**config.mk**
```make
export PLATFORM = sky130hd
export DESIGN_NAME = seven_seg_drv
export DESIGN_NICKNAME = d
export VERILOG_FILES = /design/src/rtl/drv_7seg_pkg.sv /design/src/rtl/drv_7seg_hex_dec.sv /design/src/rtl/seven_seg_drv.sv
export SDC_FILE = /design/constraint.sdc
export NUM_CORES = 1
export LEC_CHECK = 0
export ABC_AREA = 1
export CAP_MARGIN = 20
export CORE_AREA = 2 2 39 41
export CTS_BUF_LIST = sky130_fd_sc_hd__clkbuf_2
export DETAILED_ROUTE_END_ITERATION = 6
export DIE_AREA = 0 0 41 43
export GPL_ROUTABILITY_DRIVEN = 0
export HOLD_SLACK_MARGIN = 0.03
export PLACE_DENSITY_LB_ADDON = 0.08
export SETUP_SLACK_MARGIN = 0.02
export SKIP_LAST_GASP = 1
export SLEW_MARGIN = 10
export SYNTH_ARGS = -nofsm -noshare
export SYNTH_HDL_FRONTEND = slang
export SYNTH_SLANG_ARGS = --single-unit
```
**constraint.sdc**
```tcl
create_clock -name clk -period 1.1 [get_ports clk]
set_input_delay 0.11 -clock clk [delete_from_list [all_inputs] [get_ports clk]]
set_output_delay 0.11 -clock clk [all_outputs]
set_load 0.05 [all_outputs]
```
**src/rtl/drv_7seg_pkg.sv**
```systemverilog
// Shared constants for the 7-segment display driver.
// Segment order is {a,b,c,d,e,f,g,dp}, 1 = segment on.
package drv_7seg_pkg;

   localparam int SEG_A  = 7;
   localparam int SEG_B  = 6;
   localparam int SEG_C  = 5;
   localparam int SEG_D  = 4;
   localparam int SEG_E  = 3;
   localparam int SEG_F  = 2;
   localparam int SEG_G  = 1;
   localparam int SEG_DP = 0;

   localparam logic [7:0] SEG_ALL_ON  = 8'hFF;
   localparam logic [7:0] SEG_ALL_OFF = 8'h00;

   // a..g patterns for hex digits 0..F
   localparam logic [6:0] HEX_TBL [0:15] = '{
      7'b1111110, 7'b0110000, 7'b1101101, 7'b1111001,
      7'b0110011, 7'b1011011, 7'b1011111, 7'b1110000,
      7'b1111111, 7'b1111011, 7'b1110111, 7'b0011111,
      7'b1001110, 7'b0111101, 7'b1001111, 7'b1000111
   };

endpackage

```
**src/rtl/drv_7seg_hex_dec.sv**
```systemverilog
// Combinational hex digit to a..g segment decoder.
// Only instantiated when DRV_7SEG_HEX_EN is defined.
module drv_7seg_hex_dec
   import drv_7seg_pkg::*;
(
   input  logic [3:0] digit_i,
   output logic [6:0] seg_o
);

   // table lookup, one pattern per nibble value
   always_comb begin
      seg_o = HEX_TBL[digit_i];
   end

endmodule

```
**src/rtl/seven_seg_drv.sv**
```systemverilog
// Registered 7-segment driver with lamp test and blanking.
// Optional hex-decode path enabled by macro DRV_7SEG_HEX_EN.
module seven_seg_drv
   import drv_7seg_pkg::*;
#(
   parameter bit SEG_ACTIVE_LOW = 1'b0
)(
   input  logic       clk,
   input  logic       rst_n,
   input  logic       lt,
   input  logic       blank,
   input  logic       hex_mode,
   input  logic [7:0] inbus,
   output logic [7:0] outbus
);

   localparam logic [7:0] RST_VAL =
      SEG_ACTIVE_LOW ? ~SEG_ALL_OFF : SEG_ALL_OFF;

   logic [7:0] seg_d;
   logic [7:0] pin_d;
   logic [7:0] outbus_q;

`ifdef DRV_7SEG_HEX_EN
   logic [6:0] hex_seg;

   drv_7seg_hex_dec u_hex_dec (
      .digit_i (inbus[3:0]),
      .seg_o   (hex_seg)
   );

   // lamp test beats blank beats hex decode beats raw
   always_comb begin
      seg_d = inbus;
      if (!lt) begin
         seg_d = SEG_ALL_ON;
      end else if (blank) begin
         seg_d = SEG_ALL_OFF;
      end else if (hex_mode) begin
         seg_d = {hex_seg, inbus[4]};
      end
   end
`else
   logic hex_mode_unused;
   assign hex_mode_unused = hex_mode;

   // lamp test beats blank beats raw pass-through
   always_comb begin
      seg_d = inbus;
      if (!lt) begin
         seg_d = SEG_ALL_ON;
      end else if (blank) begin
         seg_d = SEG_ALL_OFF;
      end
   end
`endif

   // apply pin polarity before the register
   always_comb begin
      pin_d = SEG_ACTIVE_LOW ? ~seg_d : seg_d;
   end

   // output register, reset drives all segments off
   always_ff @(posedge clk) begin
      if (!rst_n) begin
         outbus_q <= RST_VAL;
      end else begin
         outbus_q <= pin_d;
      end
   end

   assign outbus = outbus_q;

endmodule

```
==> results by group <==
Global routing
  – Total global-route track usage: 8.54%
  – Largest net degree at the start of global routing: 9
  – Vias in the first global route: 248
  – Remaining global-route overflow: 0
  – Wire length of the first global-routing pass: approximately 920 um
  – Initial antenna violation count: 0

Routing
  – Post-Route WL: 624 um
  – First-pass iteration count of the detailed router: 1
  – Via density: just under 4
  – Number of remaining DRC errors: 0
  – DRC marker count from the first detailed-route iteration: 0
  – Number of vias in the routed layout: 251
  – Count of nets left with antenna violations after detail routing: 0
  – Average wire per standard cell: 9.75 um

Logic synthesis
  – Cell taking the most area after synthesis: sky130_fd_sc_hd__dfxtp_1
  – Number of synthesized flops with an enable pin: 0
  – Synth Net Count: 40
  – FFs w/ async S/R, synth: 0%
  – Post-synthesis sequential area ratio: 65.3%
  – Post-Synthesis Cells: 27
  – Most area-consuming cells after synthesis: sky130_fd_sc_hd__dfxtp_1, sky130_fd_sc_hd__a21oi_1, sky130_fd_sc_hd__nand2_1
  – Post-synthesis simple-gate area fraction: between 10 and 15%
  – Fraction of the mapped netlist area in adder cells: 0%
  – Post-synthesis compound-gate area fraction: 16.3%
  – Largest family of logic cells by synthesized area: compound AO/OA/AOI/OAI gates
  – Synth Area in XOR/XNOR: 0%
  – Netlist Area Pre-Place: 245 um2
  – Top FF cell, synth: sky130_fd_sc_hd__dfxtp_1
  – Distinct cells, synth: 6
  – Cell types with the highest counts after synthesis: sky130_fd_sc_hd__a21oi_1, sky130_fd_sc_hd__dfxtp_1, sky130_fd_sc_hd__nand2_1
  – Number of warnings reported in the yosys synthesis log: 0
  – Count of state elements after synthesis: 8
  – Syn_area_per_cell: ~9 um2
  – Post-synth top area share: approximately two thirds
  – Share of cell area taken by muxes after synthesis: 0%

Floorplan
  – Total number of placement rows: 14
  – Area of the core: 1380 um2
  – Initial core utilization: 17.7%
  – DIE WIDTH: 41 um
  – Number of top-level pins: 21
  – Die area: 1760 um2
  – Die height: 43 um

Clock network
  – H-Tree Depth: 1
  – TritonCTS clock tree: yes
  – Post-CTS setup buffers: 0
  – Number of sinks handled by clock tree synthesis: 8
  – Clock transition at the register clock pins on the worst setup and hold paths after CTS: 0.08 ns
  – Clock root buffer: sky130_fd_sc_hd__clkbuf_2
  – TritonCTS buffer count: 3
  – Hold-fix buffers, CTS: 0
  – Max Root-Sink Buffers: 2
  – CTS-repair resized insts: 0

Worst setup path
  – Worst endpoint required time: between 0.9 and 1 ns
  – Crit end category: primary output
  – Largest driver fanout on the critical path: 1
  – Worst Path Arrival: 0.73 ns
  – Cell Chain, Critical Path: buf_12
  – Delay of the slowest critical-path stage: 0.36 ns
  – Crit path buf inv count: 1
  – Startpoint kind of the worst setup timing path: flop
  – Category of the critical setup timing path: flop to primary output
  – Slowest cell on crit path: sky130_fd_sc_hd__dfxtp_1
  – CP top delay family: flip-flops

Timing
  – Clock period minus worst slack: approximately 0.84 ns
  – Final worst path period share: about 76%
  – Sum of negative setup slack: 0 ns
  – Slew at the pin closest to its max-slew limit: about 0.28 ns
  – FMAX: 1.19 GHz
  – Final setup violating endpoints: 0
  – Setup repair after global routing missed its margin: no
  – Number of failing hold endpoints at the final stage: 0
  – Max-slew violation count: 0
  – Slew Limit Headroom: 81.0%

Placed design
  – Dpl hpwl: 505 um
  – Count of buffers from port buffering: 19

Hold path
  – Hold depth: 3
  – Hold path start: inbus[4]
  – Capture endpoint of the worst hold path: outbus[4]$_SDFF_PN0_
  – Type of the worst min-delay path: primary input to flop

Pwr
  – Power per standard cell area: 1310 nW/um2
  – Static Leakage: between 0.2 and 0.25 nW
  – Maximum vdd drop: ~0.47 mV

Layout
  – End-of-flow core utilization: 39.2%
  – ANT cells: 0
  – Max reg flops: 8
  – Layout Nets: 63
  – Count of fill cells added during filler insertion: 147
  – Share of final-layout standard cells stronger than drive strength 1: 25.0%
  – Synth-to-layout area growth: 121%

Status
  – Status: finished, final reports clean

Job
  – Max_cap viols: 0
## final cells by class
| cell class | instances | area (um2) | area share, % |
|---|---|---|---|
| clock buffers | 3 | 15.0 | 2.76 |
| inverters | 2 | 7.51 | 1.38 |
| multi-input cells | 16 | 70.1 | 12.9 |
| well taps | 16 | 20.0 | 3.69 |
| flip-flops and latches | 8 | 160 | 29.5 |
| repair buffers | 19 | 270 | 49.8 |
## per-stage QoR
stage / worst slack [ns] / total power [mW] / std cells / cell area [um2] / hold slack, ns
6_report: 0.259 / 0.709 / 64 / 543 / 0.435
5_1_grt: 0.208 / 0.744 / 64 / 543 / 0.427
4_1_cts: 0.238 / 0.723 / 64 / 543 / 0.423
3_5_place_dp: 0.101 / 0.548 / 61 / 528 / 0.559
3_3_place_gp: 0.138 / 0.544 / 61 / 528 / 0.557
2_1_floorplan: 0.403 / 0.416 / 27 / 245 / 0.253
## routing by layer
metal	part of all wire (%)	GRT usage, %	vias to the layer above	routed length [um]
met1	32	6.45	112	199
li1	-	-	128	-
met3	9.3	5.24	0	58
met4	0	8.00	0	0
met2	58	13.4	11	365
met5	0	0	-	0
## cell families after synthesis
family                 count (synthesis)
AOI/OAI and AO/OA                      8
buffers and inverters                  3
DFF                                    8
and+or+nand+nor                        8
## layout by cell type (no fill, tap or decap)
master,Yosys,layout
sky130_fd_sc_hd__inv_1,1,1
sky130_fd_sc_hd__clkdlybuf4s50_1,0,11
sky130_fd_sc_hd__a21oi_1,8,8
sky130_fd_sc_hd__buf_12,0,8
sky130_fd_sc_hd__inv_2,1,1
sky130_fd_sc_hd__nand2_1,8,8
sky130_fd_sc_hd__dfxtp_1,8,8
sky130_fd_sc_hd__clkbuf_2,0,3
## worst max-delay path by stage
stage / start / endpoint / slack (ns) / cells after the start
after detailed placement: lt / outbus[0]$_SDFF_PN0_ / 0.10 / 2
after CTS: outbus[4]$_SDFF_PN0_ / outbus[4] / 0.24 / 1
after floorplan: outbus[0]$_SDFF_PN0_ / outbus[0] / 0.40 / 0
after global placement: lt / outbus[6]$_SDFF_PN0_ / 0.14 / 2
after global routing: outbus[4]$_SDFF_PN0_ / outbus[4] / 0.21 / 1
final: outbus[4]$_SDFF_PN0_ / outbus[4] / 0.26 / 1
## where the power goes
group	leakage, nW	switching [mW]	internal [mW]
registers	0.0670	0.0149	0.309
logic	0.154	0.100	0.114
clock network	0.0125	0.0965	0.0745
Power figures use the tool's default switching activity.
